### src/rtl/stream_upsize_pkg.sv
// ---------------------------------------------------------------------------
// stream_upsize_pkg
// Shared definitions for the stream upsizer (packer side and the
// parallel-out fifo side).
//   IN_WIDTH_DEF / RATIO_DEF : default narrow beat width and beats per word
//   lane_idx_w(ratio)        : width of a lane index for a given ratio
//   keep_mask(cnt)           : keep mask with lanes 0..cnt set
//   lane_idx_t               : lane index type for the default ratio
// ---------------------------------------------------------------------------
package stream_upsize_pkg;

   localparam int unsigned IN_WIDTH_DEF = 8;
   localparam int unsigned RATIO_DEF    = 4;

   function automatic int unsigned lane_idx_w(input int unsigned ratio);
      return (ratio > 1) ? $clog2(ratio) : 1;
   endfunction

   // (2<<cnt)-1: the last captured lane is cnt, so lanes 0..cnt are valid
   function automatic logic [31:0] keep_mask(input int unsigned cnt);
      return (32'd2 << cnt) - 32'd1;
   endfunction

   typedef logic [lane_idx_w(RATIO_DEF)-1:0] lane_idx_t;

endpackage

### src/rtl/stream_upsize_packer_out_reg.sv
// ---------------------------------------------------------------------------
// upsize_out_reg
// Wide output holding register of the stream upsizer. A word loaded via
// load_i is presented on the m_* interface and held stable until accepted.
//   clk_i, rst_i   : clock, synchronous active-high reset
//   load_i         : load data_i/keep_i/last_i (only asserted when free or
//                    being drained in the same cycle)
//   data_i, keep_i, last_i : word to load
//   m_tready_i     : downstream ready
//   m_tvalid_o, m_tdata_o, m_tkeep_o, m_tlast_o : registered wide stream
// ---------------------------------------------------------------------------
module upsize_out_reg #(
   parameter int unsigned OUT_WIDTH = 32,
   parameter int unsigned RATIO     = 4
) (
   input  logic                 clk_i,
   input  logic                 rst_i,
   input  logic                 load_i,
   input  logic [OUT_WIDTH-1:0] data_i,
   input  logic [RATIO-1:0]     keep_i,
   input  logic                 last_i,
   input  logic                 m_tready_i,
   output logic                 m_tvalid_o,
   output logic [OUT_WIDTH-1:0] m_tdata_o,
   output logic [RATIO-1:0]     m_tkeep_o,
   output logic                 m_tlast_o
);

   logic                 valid_q, valid_d;
   logic [OUT_WIDTH-1:0] data_q, data_d;
   logic [RATIO-1:0]     keep_q, keep_d;
   logic                 last_q, last_d;

   // A load during a drain replaces the word without dropping valid
   always_comb begin
      valid_d = valid_q;
      data_d  = data_q;
      keep_d  = keep_q;
      last_d  = last_q;
      if (load_i) begin
         valid_d = 1'b1;
         data_d  = data_i;
         keep_d  = keep_i;
         last_d  = last_i;
      end else if (valid_q && m_tready_i) begin
         valid_d = 1'b0;
      end
   end

   always_ff @(posedge clk_i) begin
      if (rst_i) begin
         valid_q <= 1'b0;
         data_q  <= '0;
         keep_q  <= '0;
         last_q  <= 1'b0;
      end else begin
         valid_q <= valid_d;
         data_q  <= data_d;
         keep_q  <= keep_d;
         last_q  <= last_d;
      end
   end

   assign m_tvalid_o = valid_q;
   assign m_tdata_o  = data_q;
   assign m_tkeep_o  = keep_q;
   assign m_tlast_o  = last_q;

endmodule

### src/rtl/stream_upsize_packer.sv
// ---------------------------------------------------------------------------
// stream_upsize_packer
// Packs RATIO narrow beats (fewer if tlast arrives early) into one wide
// word, lane 0 first, presented from a registered holding stage.
//   clk_i, rst_i                 : clock, synchronous active-high reset
//   s_tvalid_i/s_tready_o/s_tdata_i/s_tlast_i : narrow input stream
//   m_tvalid_o/m_tready_i/m_tdata_o/m_tkeep_o/m_tlast_o : wide output stream
//   pkt_cnt_o [15:0]             : accepted packet-ending words (only when
//                                  UPSIZE_PKT_CNT_EN is defined)
// Optional feature macro: UPSIZE_PKT_CNT_EN
// ---------------------------------------------------------------------------
module stream_upsize_packer
   import stream_upsize_pkg::*;
#(
   parameter int unsigned IN_WIDTH = IN_WIDTH_DEF,
   parameter int unsigned RATIO    = RATIO_DEF
) (
   input  logic                      clk_i,
   input  logic                      rst_i,
   input  logic                      s_tvalid_i,
   output logic                      s_tready_o,
   input  logic [IN_WIDTH-1:0]       s_tdata_i,
   input  logic                      s_tlast_i,
   output logic                      m_tvalid_o,
   input  logic                      m_tready_i,
   output logic [IN_WIDTH*RATIO-1:0] m_tdata_o,
   output logic [RATIO-1:0]          m_tkeep_o,
   output logic                      m_tlast_o
`ifdef UPSIZE_PKT_CNT_EN
   ,
   output logic [15:0]               pkt_cnt_o
`endif
);

   localparam int unsigned OUT_WIDTH = IN_WIDTH * RATIO;
   localparam int unsigned IDX_W     = lane_idx_w(RATIO);
   localparam logic [IDX_W-1:0] CNT_MAX = IDX_W'(RATIO - 1);

   logic [IDX_W-1:0]     cnt_q, cnt_d;
   logic [OUT_WIDTH-1:0] acc_q, acc_d;
   logic                 s_accept;
   logic                 complete;
   logic [OUT_WIDTH-1:0] ld_data;
   logic [RATIO-1:0]     ld_keep;

   // Ready only depends on the holding stage being free or draining now
   assign s_tready_o = ~rst_i & (~m_tvalid_o | m_tready_i);

   always_comb begin
      s_accept = s_tvalid_i & s_tready_o;
      complete = s_accept & ((cnt_q == CNT_MAX) | s_tlast_i);

      // Accumulator with the current beat merged into lane cnt; lanes above
      // cnt are still zero because acc is cleared on every completion.
      ld_data = acc_q;
      for (int k = 0; k < int'(RATIO); k++) begin
         if (cnt_q == IDX_W'(k)) begin
            ld_data[k*IN_WIDTH +: IN_WIDTH] = s_tdata_i;
         end
      end
      ld_keep = RATIO'(keep_mask(32'(cnt_q)));

      cnt_d = cnt_q;
      acc_d = acc_q;
      if (complete) begin
         cnt_d = '0;
         acc_d = '0;
      end else if (s_accept) begin
         cnt_d = cnt_q + 1'b1;
         acc_d = ld_data;
      end
   end

   always_ff @(posedge clk_i) begin
      if (rst_i) begin
         cnt_q <= '0;
         acc_q <= '0;
      end else begin
         cnt_q <= cnt_d;
         acc_q <= acc_d;
      end
   end

   upsize_out_reg #(
      .OUT_WIDTH (OUT_WIDTH),
      .RATIO     (RATIO)
   ) u_out_reg (
      .clk_i      (clk_i),
      .rst_i      (rst_i),
      .load_i     (complete),
      .data_i     (ld_data),
      .keep_i     (ld_keep),
      .last_i     (s_tlast_i),
      .m_tready_i (m_tready_i),
      .m_tvalid_o (m_tvalid_o),
      .m_tdata_o  (m_tdata_o),
      .m_tkeep_o  (m_tkeep_o),
      .m_tlast_o  (m_tlast_o)
   );

`ifdef UPSIZE_PKT_CNT_EN
   logic [15:0] pkt_cnt_q, pkt_cnt_d;

   always_comb begin
      pkt_cnt_d = pkt_cnt_q;
      if (m_tvalid_o && m_tready_i && m_tlast_o) begin
         pkt_cnt_d = pkt_cnt_q + 16'd1;
      end
   end

   always_ff @(posedge clk_i) begin
      if (rst_i) begin
         pkt_cnt_q <= '0;
      end else begin
         pkt_cnt_q <= pkt_cnt_d;
      end
   end

   assign pkt_cnt_o = pkt_cnt_q;
`endif

endmodule

### config.mk
export PLATFORM = sky130hd
export DESIGN_NAME = stream_upsize_packer
export DESIGN_NICKNAME = d
export VERILOG_FILES = /design/src/rtl/stream_upsize_pkg.sv /design/src/rtl/stream_upsize_packer_out_reg.sv /design/src/rtl/stream_upsize_packer.sv
export SDC_FILE = /design/constraint.sdc
export NUM_CORES = 1
export LEC_CHECK = 0
export BUFFER_PORTS_ARGS = -buffer_cell sky130_fd_sc_hd__buf_2
export CORE_MARGIN = 3
export CORE_UTILIZATION = 40
export DETAILED_ROUTE_END_ITERATION = 16
export HOLD_SLACK_MARGIN = 0.05
export PLACE_DENSITY = 0.7
export RECOVER_POWER = 50
export SYNTH_ARGS = -nofsm -noshare
export SYNTH_HDL_FRONTEND = slang
export SYNTH_SLANG_ARGS = --single-unit
### constraint.sdc
create_clock -name clk_i -period 3.41 [get_ports clk_i]
set_input_delay 0.341 -clock clk_i [delete_from_list [all_inputs] [get_ports clk_i]]
set_output_delay 0.341 -clock clk_i [all_outputs]
set_load 0.05 [all_outputs]
[After elaboration in Yosys (flattened, before gate mapping)]
Cells that the tools add are included.
Cells by class
  add/subtract/negate cells: 2
  equal/unequal tests: 3
  shifts and indexed selects: 1
  mux-type cells: 6
  bitwise logic cells: 7
  reductions and logical operators: 4
Operators by type and width (count)
  2-to-1 mux 8 bit: 4
  equality test 2 bit (second input constant): 2
  left shift 2 x 2 -> 4 bit (first input constant): 1
  subtractor 4 x 1 -> 4 bit (second input constant): 1
  bitwise AND 1 bit: 3
  adder 2 x 1 -> 2 bit (second input constant): 1
  equality test 2 x 1 -> 1 bit (second input constant): 1
  zero test 2 bit: 1
  2-to-1 mux 1 bit: 2
  inverter 1 bit: 2
  OR 1 bit: 2
  nonzero test 2 bit: 1
  OR reduction 2 bit: 1
  logical AND 1 bit: 1
Word-level totals
  flip-flop bits (word level): 72
  input bits: 13
  output and inout port bits: 39
  word-level logic and storage cells: 29

[Logic depth before layout (Yosys ltp)]
  depth in word-level cells: 6
  mapped depth: 7
  mapped depth without buffers: 5

[Cells and area by module]
From an unflattened synthesis, not the netlist that was laid out.
Second synthesis, totals
  cell total of the unflattened synthesis: 332
  area, all modules: 3395.8 µm²
By module, submodules not included
  stream_upsize_packer: instances 1, cells an instance 209, area each 2034.5 µm², sequential area each 680.7 µm²
  upsize_out_reg: instances 1, cells an instance 123, area each 1361.3 µm², sequential area each 760.7 µm²

[Worst setup path after synthesis]
No wires, ideal clock.
  path kind: reg2out
  start: register u_out_reg.valid_q, in the netlist u_out_reg.m_tvalid_o
  end: output s_tready_o
  arrival: 1531 ps
  required time: 3069 ps
  slack: 1538 ps
  stages on the path, launching flop included: 4
  buffers on the path: 1
  path through: dfxtp_1 > nor2b_1 > buf_4 > nor2_1
Between the ends
  longest elaborated chain between the ends: 3
Ends and longest elaborated chain
  start: declaration: line stream_upsize_packer_out_reg.sv:29  | logic valid_q, valid_d;
  start signal: assignment: line stream_upsize_packer_out_reg.sv:57  | valid_q <= valid_d;
  inverter 1 bit: line stream_upsize_packer.sv:47  | assign s_tready_o = ~rst_i & (~m_tvalid_o | m_tready_i);
  OR 1 bit: line stream_upsize_packer.sv:47
  bitwise AND 1 bit: line stream_upsize_packer.sv:47
  end: declaration: line stream_upsize_packer.sv:21  | output logic s_tready_o,
No other way between the ends.

[Final worst setup path]
  start: register cnt_q[0]
  end: register u_out_reg.keep_q[3], in the netlist u_out_reg.m_tkeep_o[3]
Between the ends
  elaborated cells between the ends (all ways): 5
  classes of those cells: add/sub: 1; eq/ne: 1; shift: 1; bitwise: 2
RTL lines
  start: declaration: line stream_upsize_packer.sv:39  | logic [IDX_W-1:0] cnt_q, cnt_d;
  start signal: assignment: line stream_upsize_packer.sv:79  | cnt_q <= cnt_d;
  left shift 2 x 2 -> 4 bit: line stream_upsize_pkg.sv:21  | return (32'd2 << cnt) - 32'd1;
  subtractor 4 x 1 -> 4 bit: line stream_upsize_pkg.sv:21
  named net ld_keep[3]: line stream_upsize_packer.sv:44  | logic [RATIO-1:0] ld_keep;
  end signal: assignment: line stream_upsize_packer_out_reg.sv:59  | keep_q <= keep_d;
  end: declaration: line stream_upsize_packer_out_reg.sv:31  | logic [RATIO-1:0] keep_q, keep_d;
The timed path passes the listed nets, and every way through them passes these cells.
A chain may end at the register's enable or synchronous reset.

==> results.ini <==
[timing]
relSlewSlack=0.0237
period_minus_slack_ps=2670
hold_viol=0
fmax_mhz=374
slew_violations=0
setup_viol=0
clock_skew_ps=7.68
setup_tns_ps=0
max_slew.worst_pin.slew_ps=1460
fin_crit_sh=0.784
setup_ws_ps=738
rsz0062_at_grt=false

[grt]
antenna_found_initial=0
grt_max_degree=43
grt_pass1_vias=2532
grt_pass1_wl_mm=12.9
grt_overflow=0
grt_util_all_layers=0.183

[synthesis]
synth_ff_type=dfxtp_1
synth_area_leader_cell=dfxtp_1
async_reset_ff_frac=0
synth-seq-area-share=0.452
yosysMostFrequentCell=dfxtp_1
netlist_instances=322
synth_nets=339
yosys_warnings=0
avgSynthCellArea_um2=9.91
synth_area_um2=3190
synth_edf_count=0
ys_ff_latch=72
yosys-top-cells-count=dfxtp_1, a21oi_1, o31ai_1
synth.top_cell.area_share=0.452
synthTopCellsByArea=dfxtp_1, mux2i_1, o31ai_1, o2bb2ai_1, nand4_1
yosysUniqueCellTypes=28

[routing]
drtPass1Iterations=4
wl_mm=7.69
route.detailed.drc=0
wl_per_cell_um=17.0
via_per_inst=5.81
vias=2621
ant_nets=0
drt-initial-drc-count=187

[floorplan]
initial_utilization=0.426
dieArea_um2=9090
die_h_um=95.3
pin_count=52
rows=31
die_w_um=95.3
coreArea_um2=7490

[final_layout]
area.growth.synth_to_final_pct=10.4
final_nets=364
diodes=0
drive_gt1_frac=0.114
fill_cells=732

[clock_network]
clock_latency_ps=340
cts_num_sinks=72
root_buffer=clkbuf_8
numCtsBuffers=9
cts_hold_buf=0
post_cts_buffers=0
path_clk_slew_ps=80
clk_path_buf_depth=2
cts_resized=0
htreeDepth=3
cts_tree=built

[worst_hold_path]
min_from=s_tlast_i
hold_depth=3
min_to=u_out_reg.m_tlast_o
hp-class=primary input to flip-flop

[worst_setup_path]
crit_path_cell_trace=ha_1 -> buf_4 -> or2_0 -> a31oi_2 -> a32o_1
cp.required_ps=3690
critPathKind=flip-flop to flip-flop
worstReg2RegEnd=u_out_reg.m_tkeep_o[3]
crit_family=compound AO/OA/AOI/OAI gates
crit_path_end_kind=flip-flop
cp-start-kind=flip-flop
worstPathMaxFanout=28
reg2reg_from=cnt_q[0]
r2r_setup_slack_ps=740
crit_buf_inv=1
arrival_ps=2950
cpPeakStageDelay_ps=1220
cp_slowest_cell=a31oi_2
reg2regPathDepth=5

[placement]
dp_hpwl_mm=4.71
post-place-ws_ps=889
port_buffers=51
gp_congestion=0.766

[power]
power_leakage_nw=1.11
peakVddDrop_uv=330
powerDensity_nw_per_um2=485

[job]
cap_violations=0

[status]
outcome=finished clean

==> registers in the layout (all words and copies together), names as in the netlist <==
register,count
cnt_q,2
u_out_reg.m_tlast_o,1
u_out_reg.m_tdata_o,32
u_out_reg.m_tkeep_o,4
u_out_reg.m_tvalid_o,1
acc_q,32
==> where the power goes <==
group / switching [mW] / internal [mW]
Sequential: 0.00761 / 0.855
Clock: 0.315 / 0.357
Combinational: 0.134 / 0.0415
Total: 0.457 / 1.25
==> layout by cell type, fill, tap and decap left out, types with 2 or more instances in the layout <==
cell | synthesis | routed
a211oi_1 | 6 | 6
a21oi_1 | 37 | 37
a31oi_1 | 6 | 6
buf_2 | 15 | 13
buf_4 | 1 | 8
clkbuf_1 | 13 | 39
clkbuf_8 | 0 | 10
clkinv_2 | 0 | 2
dfxtp_1 | 72 | 72
ha_1 | 4 | 4
inv_1 | 6 | 6
mux2i_1 | 32 | 32
nand2b_1 | 2 | 2
nand3_1 | 4 | 4
nand4_1 | 33 | 33
nor2_1 | 2 | 2
o21ai_0 | 2 | 2
o2bb2ai_1 | 27 | 27
o31ai_1 | 34 | 34
==> logic make-up (layout without fill, tap and decap cells) <==
logic type      Yosys count  after routing  share of synthesized area
mux                      32             32                      0.100
fa+ha+maj                 4              4                     0.0157
buf+inv                  52             82                     0.0870
xor+xnor                  1              1                    0.00274
simple gates             45             45                     0.0862
flops                    72             72                      0.452
compound gates          116            116                      0.256
==> worst max path at each step <==
| stage | startpoint | endpoint | slack [ps] | cells past startpoint |
|---|---|---|---|---|
| 2_1_floorplan | u_out_reg.m_tvalid_o | s_tready_o | 1540 | 3 |
| 6_report | cnt_q[0] | u_out_reg.m_tkeep_o[3] | 740 | 5 |
| 5_1_grt | cnt_q[1] | acc_q[8] | 430 | 5 |
| 3_3_place_gp | cnt_q[1] | cnt_q[0] | 1020 | 5 |
| 3_5_place_dp | cnt_q[1] | acc_q[8] | 890 | 5 |
| 4_1_cts | cnt_q[1] | acc_q[20] | 890 | 5 |
==> metrics by stage <==
stage	cell area (um^2)	power (mW)	utilization	hold slack [ps]	std cells
floorplan	3190	1.03	-	445	322
global placement	3380	1.06	0.452	434	435
detailed placement	3380	1.06	0.452	442	435
CTS	3580	1.73	0.479	252	451
global route	3520	1.78	0.471	269	451
finish	3520	1.71	0.471	266	451
==> routing by layer <==
metal  part of all wire  vias up  GRT usage
li1                   -     1274          -
met1               0.46     1239      0.264
met2               0.45       93      0.261
met3              0.078       15     0.0395
met4              0.021        0     0.0757
met5                  0        -          0
==> cell type report <==
class | count | area [um^2] | area share
Clock buffer | 11 | 141 | 0.0401
Inverter | 7 | 26.3 | 0.00746
Multi-Input combinational cell | 198 | 1470 | 0.416
Timing Repair Buffer | 59 | 268 | 0.0760
Clock inverter | 5 | 56.3 | 0.0160
Sequential cell | 72 | 1440 | 0.409
Tap cell | 99 | 124 | 0.0352
==> tightest hold or removal path, delay by kind of cell <==
family	cells	cell delay [ps]
buffers and inverters	1	110
AND/OR/NAND/NOR	1	60
AO/OA/AOI/OAI	1	50
Note: power is estimated with default switching activity, not from simulation.
